**config.mk**
```make
export PLATFORM = sky130hd
export DESIGN_NAME = fetch_pc_flat
export DESIGN_NICKNAME = d
export VERILOG_FILES = /design/src/rtl/fetch_pc_if.sv /design/src/rtl/fetch_pc.sv /design/src/flat_wrapper.sv
export SDC_FILE = /design/constraint.sdc
export NUM_CORES = 1
export LEC_CHECK = 0
export BUFFER_PORTS_ARGS = -buffer_cell sky130_fd_sc_hd__clkbuf_2
export CAP_MARGIN = 20
export CORE_ASPECT_RATIO = 1.5
export CORE_MARGIN = 3
export CORE_UTILIZATION = 54
export DETAILED_ROUTE_END_ITERATION = 8
export GPL_TIMING_DRIVEN = 0
export PLACE_DENSITY = 0.86
export SETUP_SLACK_MARGIN = 0.1
export SYNTH_ARGS = -nofsm -noshare
export SYNTH_HDL_FRONTEND = slang
export SYNTH_SLANG_ARGS = --single-unit
```
**constraint.sdc**
```tcl
create_clock -name clk -period 4.4 [get_ports clk]
set_clock_uncertainty 0.05 [all_clocks]
set_input_delay 0.44 -clock clk [delete_from_list [all_inputs] [get_ports clk]]
set_output_delay 0.44 -clock clk [all_outputs]
set_load 0.01 [all_outputs]
```
**src/rtl/fetch_pc_if.sv**
```systemverilog
// -----------------------------------------------------------------------------
// fetch_pc_if -- signal bundle between the fetch stage and its environment
//
// Groups everything fetch_pc exchanges with the decode stage, the hazard unit,
// the external pc+4 adder and instruction memory. clk and reset are not part
// of the bundle; they are plain ports on the module.
//
//   Environment -> fetch (slave inputs):
//     stall      hazard stall, freezes pc and the IF/ID register
//     exc_req    exception entry request from later stages
//     npc_sel    next-pc select from D (00 seq, 01 branch, 10 j/jal, 11 jr/jalr)
//     cmp_taken  branch comparator result in D
//     imm16      branch offset field of ir_d
//     imm26      jump index field of ir_d
//     rs_data    forwarded register target for jr/jalr
//     pc_4       pc+4 from the external adder
//     instr_in   instruction word read from instruction memory at pc
//   Fetch -> environment (slave outputs):
//     pc         current fetch address (registered)
//     ir_d       IF/ID instruction register
//     pc_d       IF/ID copy of the fetch pc
//     pc4_d      IF/ID copy of pc_4
//     adel_d     IF/ID fetch-fault flag
//
// There is no valid/ready handshake on this bundle: every rising clk edge is a
// transfer. stall is the only back-pressure and it holds the whole stage.
// -----------------------------------------------------------------------------
interface fetch_pc_if;
  logic        stall;
  logic        exc_req;
  logic [1:0]  npc_sel;
  logic        cmp_taken;
  logic [15:0] imm16;
  logic [25:0] imm26;
  logic [31:0] rs_data;
  logic [31:0] pc_4;
  logic [31:0] instr_in;

  logic [31:0] pc;
  logic [31:0] ir_d;
  logic [31:0] pc_d;
  logic [31:0] pc4_d;
  logic        adel_d;

  // The fetch stage itself.
  modport slave (
    input  stall, exc_req, npc_sel, cmp_taken, imm16, imm26, rs_data,
           pc_4, instr_in,
    output pc, ir_d, pc_d, pc4_d, adel_d
  );

  // Whatever drives the fetch stage (pipeline control, memory model, bench).
  modport master (
    output stall, exc_req, npc_sel, cmp_taken, imm16, imm26, rs_data,
           pc_4, instr_in,
    input  pc, ir_d, pc_d, pc4_d, adel_d
  );
endinterface

```
**src/rtl/fetch_pc.sv**
```systemverilog
// -----------------------------------------------------------------------------
// fetch_pc -- program counter and IF/ID pipeline register
//
// Holds the fetch address and the IF/ID register of a MIPS-style pipeline
// with a branch delay slot. The next pc is chosen from the decode stage's
// npc_sel using the IF/ID copy of pc+4 (pc4_d) as the base for branches and
// jumps, so a redirect decided in D lands one cycle later while the delay
// slot instruction, already being fetched, enters D normally.
//
// Ports:
//   clk    rising-edge clock for all state
//   reset  synchronous active-high reset
//   bus    fetch_pc_if.slave (see the interface file for the signal list)
//
// Edge priority: reset > exc_req > stall > normal update.
// -----------------------------------------------------------------------------
module fetch_pc (
  input  logic       clk,
  input  logic       reset,
  fetch_pc_if.slave  bus
);

  localparam logic [31:0] RESET_PC = 32'h0000_3000;
  localparam logic [31:0] EXC_PC   = 32'h0000_4180;
  // Inclusive bounds of the legal instruction region.
  localparam logic [31:0] TEXT_LO  = 32'h0000_3000;
  localparam logic [31:0] TEXT_HI  = 32'h0000_6FFC;

  localparam logic [1:0] NPC_SEQ    = 2'b00;
  localparam logic [1:0] NPC_BRANCH = 2'b01;
  localparam logic [1:0] NPC_JUMP   = 2'b10;
  localparam logic [1:0] NPC_JREG   = 2'b11;

  // What the stage does at the coming edge when reset is low. Reset itself is
  // applied in the register process, so it is not one of these.
  typedef enum logic [1:0] {
    UPD_NORMAL = 2'b00,
    UPD_HOLD   = 2'b01,
    UPD_EXC    = 2'b10
  } upd_e;

  // State registers.
  logic [31:0] fetch_pc_q, fetch_pc_d;
  logic [31:0] ir_d_q,     ir_d_d;
  logic [31:0] pc_d_q,     pc_d_d;
  logic [31:0] pc4_d_q,    pc4_d_d;
  logic        adel_d_q,   adel_d_d;

  // Combinational helpers.
  upd_e        upd_kind;
  logic [31:0] br_offset;
  logic [31:0] br_target;
  logic [31:0] jump_target;
  logic [31:0] npc;
  logic        fetch_fault;

  // ---------------------------------------------------------------------------
  // Target generation. Branch and jump targets are relative to the delay-slot
  // address held in pc4_d, not to the current fetch pc.
  // ---------------------------------------------------------------------------
  always_comb begin
    br_offset   = {{14{bus.imm16[15]}}, bus.imm16, 2'b00};
    br_target   = pc4_d_q + br_offset;   // wraps modulo 2^32
    jump_target = {pc4_d_q[31:28], bus.imm26, 2'b00};
  end

  always_comb begin
    npc = bus.pc_4;
    unique case (bus.npc_sel)
      NPC_SEQ:    npc = bus.pc_4;
      NPC_BRANCH: npc = bus.cmp_taken ? br_target : bus.pc_4;
      NPC_JUMP:   npc = jump_target;
      NPC_JREG:   npc = bus.rs_data;
      default:    npc = bus.pc_4;
    endcase
  end

  // A misaligned or out-of-region fetch address. The pc keeps advancing from
  // a faulting address; the fault is only reported through adel_d.
  always_comb begin
    fetch_fault = (fetch_pc_q[1:0] != 2'b00) ||
                  (fetch_pc_q < TEXT_LO)     ||
                  (fetch_pc_q > TEXT_HI);
  end

  // exc_req wins over stall so exception entry is never blocked by a hazard.
  always_comb begin
    if (bus.exc_req) begin
      upd_kind = UPD_EXC;
    end else if (bus.stall) begin
      upd_kind = UPD_HOLD;
    end else begin
      upd_kind = UPD_NORMAL;
    end
  end

  // ---------------------------------------------------------------------------
  // Next-state logic. Defaults hold every register; each update kind then
  // overrides what it changes.
  // ---------------------------------------------------------------------------
  always_comb begin
    fetch_pc_d = fetch_pc_q;
    ir_d_d     = ir_d_q;
    pc_d_d     = pc_d_q;
    pc4_d_d    = pc4_d_q;
    adel_d_d   = adel_d_q;

    unique case (upd_kind)
      UPD_EXC: begin
        // Vector to the handler and push a bubble (all-zero nop) into D.
        fetch_pc_d = EXC_PC;
        ir_d_d     = 32'h0;
        pc_d_d     = 32'h0;
        pc4_d_d    = 32'h0;
        adel_d_d   = 1'b0;
      end
      UPD_HOLD: begin
        // Everything holds; the redirect request in D is ignored now and is
        // presented again by the same D instruction once the stall drops.
      end
      UPD_NORMAL: begin
        // A redirect never flushes IF/ID: the delay slot is captured here.
        fetch_pc_d = npc;
        ir_d_d     = fetch_fault ? 32'h0 : bus.instr_in;
        pc_d_d     = fetch_pc_q;
        pc4_d_d    = bus.pc_4;
        adel_d_d   = fetch_fault;
      end
      default: begin
      end
    endcase
  end

  // ---------------------------------------------------------------------------
  // Registers with synchronous reset; reset overrides exc_req and stall.
  // ---------------------------------------------------------------------------
  always_ff @(posedge clk) begin
    if (reset) begin
      fetch_pc_q <= RESET_PC;
      ir_d_q     <= 32'h0;
      pc_d_q     <= 32'h0;
      pc4_d_q    <= 32'h0;
      adel_d_q   <= 1'b0;
    end else begin
      fetch_pc_q <= fetch_pc_d;
      ir_d_q     <= ir_d_d;
      pc_d_q     <= pc_d_d;
      pc4_d_q    <= pc4_d_d;
      adel_d_q   <= adel_d_d;
    end
  end

  // pc is taken straight from the register, so it has no combinational path
  // from any input.
  assign bus.pc     = fetch_pc_q;
  assign bus.ir_d   = ir_d_q;
  assign bus.pc_d   = pc_d_q;
  assign bus.pc4_d  = pc4_d_q;
  assign bus.adel_d = adel_d_q;

endmodule

```
**src/flat_wrapper.sv**
```systemverilog
// flat-port wrapper written by rule: the top's interface ports become plain ports
module fetch_pc_flat 
  (clk, reset, bus_stall, bus_exc_req, bus_npc_sel, bus_cmp_taken, bus_imm16, bus_imm26, bus_rs_data, bus_pc_4, bus_instr_in, bus_pc, bus_ir_d, bus_pc_d, bus_pc4_d, bus_adel_d);
  fetch_pc_if bus_i ();
  input  logic clk;
  input  logic reset;
  input wire logic [$bits(bus_i.stall)-1:0] bus_stall;
  input wire logic [$bits(bus_i.exc_req)-1:0] bus_exc_req;
  input wire logic [$bits(bus_i.npc_sel)-1:0] bus_npc_sel;
  input wire logic [$bits(bus_i.cmp_taken)-1:0] bus_cmp_taken;
  input wire logic [$bits(bus_i.imm16)-1:0] bus_imm16;
  input wire logic [$bits(bus_i.imm26)-1:0] bus_imm26;
  input wire logic [$bits(bus_i.rs_data)-1:0] bus_rs_data;
  input wire logic [$bits(bus_i.pc_4)-1:0] bus_pc_4;
  input wire logic [$bits(bus_i.instr_in)-1:0] bus_instr_in;
  output wire logic [$bits(bus_i.pc)-1:0] bus_pc;
  output wire logic [$bits(bus_i.ir_d)-1:0] bus_ir_d;
  output wire logic [$bits(bus_i.pc_d)-1:0] bus_pc_d;
  output wire logic [$bits(bus_i.pc4_d)-1:0] bus_pc4_d;
  output wire logic [$bits(bus_i.adel_d)-1:0] bus_adel_d;
  assign bus_i.stall = bus_stall;
  assign bus_i.exc_req = bus_exc_req;
  assign bus_i.npc_sel = bus_npc_sel;
  assign bus_i.cmp_taken = bus_cmp_taken;
  assign bus_i.imm16 = bus_imm16;
  assign bus_i.imm26 = bus_imm26;
  assign bus_i.rs_data = bus_rs_data;
  assign bus_i.pc_4 = bus_pc_4;
  assign bus_i.instr_in = bus_instr_in;
  assign bus_pc = bus_i.pc;
  assign bus_ir_d = bus_i.ir_d;
  assign bus_pc_d = bus_i.pc_d;
  assign bus_pc4_d = bus_i.pc4_d;
  assign bus_adel_d = bus_i.adel_d;
  fetch_pc u_core (.clk(clk), .reset(reset), .bus(bus_i));
endmodule
```
==> flow_summary.json, run 1 <==
{
  "status": "completed",
  "antenna_found_initial": 0,
  "antenna_left": 0,
  "grt.overflow.total": 0,
  "diodes": 0,
  "setup_viol": 0,
  "hold_start": "bus_instr_in[15]",
  "syn_inst": 890,
  "yosys_warnings": 0,
  "syn_nets": 1065,
  "post-route-period-util": 0.693,
  "finalCriticalPeriod_ns": 3.05,
  "core_area_um2": 13100,
  "clk_latency_ns": 0.42,
  "synth_common_cells": "146 x nor2_1, 129 x dfxtp_1, 85 x a21oi_1, 69 x nand2_1, 67 x mux2i_1",
  "synth_compound_area_frac": 0.223,
  "firstDrtPassIters": 5,
  "cts_setup_buffers": 0,
  "hpwl_um": 22500,
  "synthArstFlopShare": 0,
  "die_width_um": 101,
  "grt_pass1_wl_um": 43200,
  "synth-seq-cells": 129,
  "vias": 8315,
  "cp_data_arrival_time_ns": 3.34,
  "min-delay-path-class": "input port to register",
  "gp_congestion": 0.940,
  "grt_use_total": 0.374,
  "drtIter0Drc": 664,
  "io_buffers": 272,
  "yosys.area_share.simple": 0.182,
  "maxCapViolCount": 0,
  "drive_above_1_share": 0.288,
  "worst_pin_slew_ns": 1.03,
  "r2r-start": "u_core.bus.pc4_d[2]$_SDFFE_PP0P_",
  "drc": 0,
  "timing.fmax_ghz": 0.328,
  "ctsHoldBuffers": 0,
  "wl_per_cell_um": 21.3,
  "setup-tns-final_ns": 0,
  "synthTopCellsByArea": "dfxtp_1 35%, mux2i_1 9.1%, nor2_1 7.4%, a21oi_1 5.8%, ha_1 4.9%",
  "nFillCells": 1083,
  "clk_path_buf_depth": 2,
  "cts.reportedPaths.clkPinSlew_ns": 0.06,
  "synth_xor_area_frac": 0.0261,
  "grt_max_degree": 17,
  "cp-start-kind": "register",
  "synth_adder_area_share": 0.0519,
  "synthMuxAreaShare": 0.114,
  "synth_top_area_cell": "dfxtp_1",
  "critPathLaunch": "u_core.bus.pc4_d[2]$_SDFFE_PP0P_",
  "routed_via_density": 6.15,
  "clkSinkCount": 129,
  "cts_resized": 0,
  "yosysUniqueCellTypes": 68,
  "final_area_um2": 9470,
  "synth_top_family_by_area": "compound AO/OA/AOI/OAI gates",
  "path_max_fanout": 3,
  "initial_core_util": 0.561,
  "slew_violations": 0,
  "die_area_um2": 15100,
  "io_pins": 274,
  "avgSynthCellArea_um2": 8.29,
  "first_global_vias": 8270,
  "root_buffer": "clkbuf_16",
  "syn2layout_area_growth_pct": 28.4,
  "synth_most_common_cell": "nor2_1",
  "irDropWorstVdd_v": 0.000264,
  "final_util": 0.720,
  "worst-setup-path-type": "register to register",
  "synth_enable_flop_cells": 0,
  "cts-buffers-inserted": 17,
  "htreeDepth": 4,
  "rows": 51,
  "synthFlopType": "dfxtp_1",
  "placed_area_um2": 8940,
  "synth_area_um2": 7380,
  "nNetsFinal": 1356,
  "p_leak_nw": 4.43,
  "detail_route.wirelength_um": 28800,
  "rsz0062_at_grt": "false",
  "critical_path_required_ns": 4.69,
  "cts_tree": "built",
  "die_h_um": 149,
  "ys_seq_area_frac": 0.350,
  "maxSlewHeadroom": 0.316,
  "finalHoldViolCount": 0,
  "netlist.area_leader.share": 0.350,
  "critPathCaptureType": "register",
  "pwr_density_cell_nw_per_um2": 331
}
## path summary, 6_finish.rpt
kind                                       to  slack (ns)  depth (start not counted)
max            u_core.bus.pc[26]$_SDFFE_PP0P_        1.35                         11
min          u_core.bus.ir_d[15]$_SDFFE_PP0P_        0.22                          3
max reg2reg    u_core.bus.pc[26]$_SDFFE_PP0P_        1.35                         11
min reg2reg    u_core.bus.adel_d$_SDFFE_PP0P_        0.44                          2
## power breakdown
part / leakage [nW] / total (mW) / internal (mW) / switching, mW
Clock: 0.252 / 1.31 / 0.727 / 0.583
Sequential: 1.05 / 1.24 / 1.20 / 0.0400
Combinational: 3.13 / 0.579 / 0.235 / 0.344
Total: 4.43 / 3.13 / 2.16 / 0.968
## logic make-up (layout without fill, tap and decap cells)
logic type               Yosys count  count (layout)
AND/OR/NAND/NOR                  303             303
flip-flops                       129             129
buffers and inverters             80             383
AO/OA/AOI/OAI                    244             244
multiplexers                      82              82
adder cells (fa/ha/maj)           30              30
XOR/XNOR                          22              22
## area by class of cell
class                   instances  area (µm²)  area share
multi-input cells             681        4400       0.465
well taps                     159         199      0.0210
plain buffers                  65         335      0.0354
clock inverters                13         104      0.0110
flip-flops and latches        129        2580       0.273
repair buffers                272        1360       0.144
inverters                      15        56.3     0.00595
clock buffers                  18         429      0.0453
## metal layers
metal	vias up	part of all wire	GRT usage
li1	3777	-	-
met1	3833	0.32	0.376
met2	547	0.50	0.652
met3	158	0.089	0.0866
met4	0	0.090	0.281
met5	-	0	0
## stage by stage
step / std cells / setup slack, ns / hold WS [ns] / total power, mW
after CTS: 1352 / 1.39 / 0.222 / 3.11
after detailed placement: 1321 / 1.28 / 0.435 / 1.83
after global placement: 1321 / 1.32 / 0.425 / 1.82
final: 1352 / 1.35 / 0.219 / 3.13
after floorplan: 890 / 1.73 / 0.437 / 1.59
after global routing: 1352 / 1.27 / 0.224 / 3.23
## cell usage in the layout, fill, tap and decap left out, types with 13 or more instances in the layout
cell | synthesis | final
a21oi_1 | 85 | 85
a221oi_1 | 16 | 16
a22oi_1 | 40 | 40
clkbuf_1 | 47 | 48
clkbuf_16 | 0 | 17
clkbuf_2 | 1 | 273
dfxtp_1 | 129 | 129
ha_1 | 29 | 29
inv_1 | 15 | 15
mux2_2 | 13 | 13
mux2i_1 | 67 | 67
nand2_1 | 69 | 69
nand2b_1 | 22 | 22
nor2_1 | 146 | 146
nor3_1 | 14 | 14
o21ai_0 | 27 | 27
## flip-flops by register name (all words and copies together), names as in the netlist
register           count
u_core.bus.pc_d       32
u_core.bus.adel_d      1
u_core.bus.pc4_d      32
u_core.bus.ir_d       32
u_core.bus.pc         32
## worst max-delay path, stage by stage (launching register included)
cell	delay (ns)
dfxtp_1	0.35
ha_1	0.24
inv_1	0.08
fa_1	0.20
nand2b_1	0.17
a21o_1	0.18
a31oi_2	0.13
a311o_2	0.45
a21o_1	0.22
a31oi_1	0.25
mux2_1	0.41
a211oi_2	0.24
Power figures use the tool's default switching activity.
==> run 2: changes to the inputs <==
--- a/config.mk
+++ b/config.mk
@@ -5,14 +5,15 @@
 export SDC_FILE = /design/constraint.sdc
 export NUM_CORES = 1
 export LEC_CHECK = 0
+export ABC_AREA = 1
 export BUFFER_PORTS_ARGS = -buffer_cell sky130_fd_sc_hd__clkbuf_2
 export CAP_MARGIN = 20
 export CORE_ASPECT_RATIO = 1.5
 export CORE_MARGIN = 3
-export CORE_UTILIZATION = 54
+export CORE_UTILIZATION = 51
 export DETAILED_ROUTE_END_ITERATION = 8
 export GPL_TIMING_DRIVEN = 0
-export PLACE_DENSITY = 0.86
+export PLACE_DENSITY = 0.81
 export SETUP_SLACK_MARGIN = 0.1
 export SYNTH_ARGS = -nofsm -noshare
 export SYNTH_HDL_FRONTEND = slang
==> constraint.sdc (replaced) <==
create_clock -name clk -period 2.9 [get_ports clk]
set_clock_uncertainty 0.05 [all_clocks]
set_input_delay 0.29 -clock clk [delete_from_list [all_inputs] [get_ports clk]]
set_output_delay 0.29 -clock clk [all_outputs]
set_load 0.01 [all_outputs]
==> run 2 against run 1 <==
Wire length increased by 10%. Global-route usage decreased by 1.8 points. Clock power increased by 66%. Largest cell class unchanged. Highest routed layer unchanged.
==> flow_summary.json, run 2 <==
{
  "hpwl_um": 25800,
  "avgSynthCellArea_um2": 6.23,
  "synth_common_cells": "466 x nand2_1, 192 x a21oi_1, 134 x inv_1, 129 x dfxtp_1, 82 x nand3_1",
  "nNetsFinal": 1763,
  "min-delay-path-class": "input port to register",
  "synthTopCellsByArea": "dfxtp_1 32%, nand2_1 22%, a21oi_1 12%, inv_1 6.2%, nand3_1 5.1%",
  "switching_power_mw": 1.57,
  "final_cell_mix": "466 x nand2_1, 272 x clkbuf_2, 192 x a21oi_1, 134 x inv_1, 129 x dfxtp_1",
  "drc": 0,
  "initial_core_util": 0.527,
  "dp_slack_ns": 0.319,
  "cts_tree": "built",
  "synth_enable_flop_cells": 0,
  "post-route-period-util": 0.906,
  "grt.overflow.total": 0,
  "cp-start-kind": "register",
  "pwr_density_cell_nw_per_um2": 481,
  "io_buffers": 271,
  "firstDrtPassIters": 5,
  "worst_pin_slew_ns": 0.761,
  "stdcell_count": 1800,
  "cts-buffers-inserted": 17,
  "p_int_mw": 3.37,
  "antenna_found_initial": 0,
  "timing.fmax_ghz": 0.381,
  "syn_inst": 1298,
  "path_max_fanout": 4,
  "p_leak_nw": 5.20,
  "die_area_um2": 17400,
  "routed_via_density": 5.42,
  "maxCapViolCount": 0,
  "layout_commonest_cell": "nand2_1",
  "slew_violations": 0,
  "wl_per_cell_um": 17.6,
  "io_pins": 274,
  "synth-seq-cells": 129,
  "grt_max_degree": 17,
  "cts_setup_buffers": 0,
  "irDropWorstVdd_v": 0.000339,
  "synthFlopType": "dfxtp_1",
  "grt_use_total": 0.355,
  "yosys_warnings": 0,
  "combPwrFrac": 0.181,
  "syn_nets": 1473,
  "syn2layout_area_growth_pct": 27.1,
  "synth_most_common_cell": "nand2_1",
  "status": "completed",
  "finalHoldViolCount": 0,
  "ys_seq_area_frac": 0.319,
  "synth_top_area_cell": "dfxtp_1",
  "cts.reportedPaths.clkPinSlew_ns": 0.07,
  "critPathCaptureType": "register",
  "first_global_vias": 9211,
  "setup_ws_ns": 0.273,
  "maxSlewHeadroom": 0.493,
  "cts_resized": 0,
  "multi_input_area_um2": 4620,
  "seq_power_share": 0.378,
  "root_buffer": "clkbuf_16",
  "cp_data_arrival_time_ns": 2.86,
  "ctsHoldBuffers": 0,
  "netlist.area_leader.share": 0.319,
  "clkPwrFrac": 0.441,
  "gp_congestion": 0.983,
  "placed_cells": 1768,
  "die_h_um": 160,
  "setup_viol": 0,
  "rows": 55,
  "htreeDepth": 4,
  "clkSinkCount": 129,
  "antenna_left": 0,
  "grt_pass1_wl_um": 48100,
  "switching_share": 0.318,
  "vias": 9751,
  "synth_area_um2": 8090,
  "core_area_um2": 15300,
  "critical_path_required_ns": 3.13,
  "rsz0062_at_grt": "false",
  "worst-setup-path-type": "register to register",
  "nFillCells": 1514,
  "diodes": 0,
  "synthArstFlopShare": 0,
  "yosysUniqueCellTypes": 42,
  "setup-tns-final_ns": 0,
  "clk_path_buf_depth": 2,
  "clk_latency_ns": 0.43,
  "drtIter0Drc": 786,
  "finalCriticalPeriod_ns": 2.63,
  "register_area_um2": 2580,
  "drive_above_1_share": 0.230,
  "detail_route.wirelength_um": 31800,
  "die_width_um": 109
}
[run 2: cell types whose count changed after synthesis, moves of 15 or more]
cell and delta:
inv_1 +119, mux2i_1 -67, nand2_1 +397, a221oi_1 -15, a21oi_1 +107, a22oi_1 -40, nand2b_1 -22, o21ai_0 +16
nand3_1 +70, nor2_1 -84
[run 2: worst max-delay path, cell delays in order, from the launching register on]
cell	delay (ns)
dfxtp_1	0.38
ha_1	0.27
inv_1	0.09
fa_1	0.43
inv_1	0.14
nand3_1	0.08
nand3_1	0.13
nand2_1	0.07
nand2_1	0.14
inv_1	0.10
nor2_2	0.11
nor2_1	0.05
nand2_1	0.05
nand3_1	0.11
nand2_1	0.08
nand2_1	0.05
nand2_1	0.08
a21oi_1	0.06
[run 2: worst paths after layout]
| check | from | to | slack (ns) | depth (start not counted) |
|---|---|---|---|---|
| worst min-delay path | bus_pc_4[17] | u_core.bus.pc4_d[17]$_SDFFE_PP0P_ | 0.06 | 3 |
| worst max-delay path | u_core.bus.pc4_d[2]$_SDFFE_PP0P_ | u_core.bus.pc[18]$_SDFFE_PP0P_ | 0.27 | 17 |
| worst max register to register | u_core.bus.pc4_d[2]$_SDFFE_PP0P_ | u_core.bus.pc[18]$_SDFFE_PP0P_ | 0.27 | 17 |
| worst min register to register | u_core.bus.pc_d[16]$_SDFFE_PP0P_ | u_core.bus.pc_d[16]$_SDFFE_PP0P_ | 0.41 | 2 |
[run 2: power by group through the flow]
stage / Combinational [mW] / Sequential, mW / Clock (mW)
after floorplan: 0.498 / 1.92 / 0
after global placement: 0.871 / 1.91 / 0
after detailed placement: 0.877 / 1.91 / 0
after CTS: 0.882 / 1.87 / 2.18
after global routing: 0.975 / 1.87 / 2.26
final: 0.895 / 1.87 / 2.18
[run 2: area by class of cell]
| type | instances | area share |
|---|---|---|
| multi-input cells | 969 | 0.450 |
| flip-flops and latches | 129 | 0.251 |
| repair buffers | 271 | 0.132 |
| inverters | 137 | 0.0500 |
| clock buffers | 18 | 0.0427 |
| plain buffers | 63 | 0.0363 |
| well taps | 199 | 0.0242 |
| clock inverters | 14 | 0.0141 |
[run 2: logic make-up after synthesis]
logic type      share of synthesized area
buf+inv                             0.110
flops                               0.319
compound gates                      0.180
fa+ha+maj                          0.0473
simple gates                        0.340
xor+xnor                          0.00433
[run 2: per-layer routing]
layer  track usage  part of all wire
met5             0                 0
met4         0.168             0.054
met3        0.0603             0.074
met2         0.652              0.51
met1         0.386              0.36
[run 2: metrics by stage]
step | hold slack, ns | util | area, µm² | power [mW]
detailed placement | 0.401 | 0.632 | 9700 | 2.78
global placement | 0.397 | 0.632 | 9700 | 2.78
global route | 0.0695 | 0.670 | 10300 | 5.11
floorplan | 0.389 | - | 8090 | 2.42
finish | 0.0587 | 0.670 | 10300 | 4.94
CTS | 0.0585 | 0.670 | 10300 | 4.93
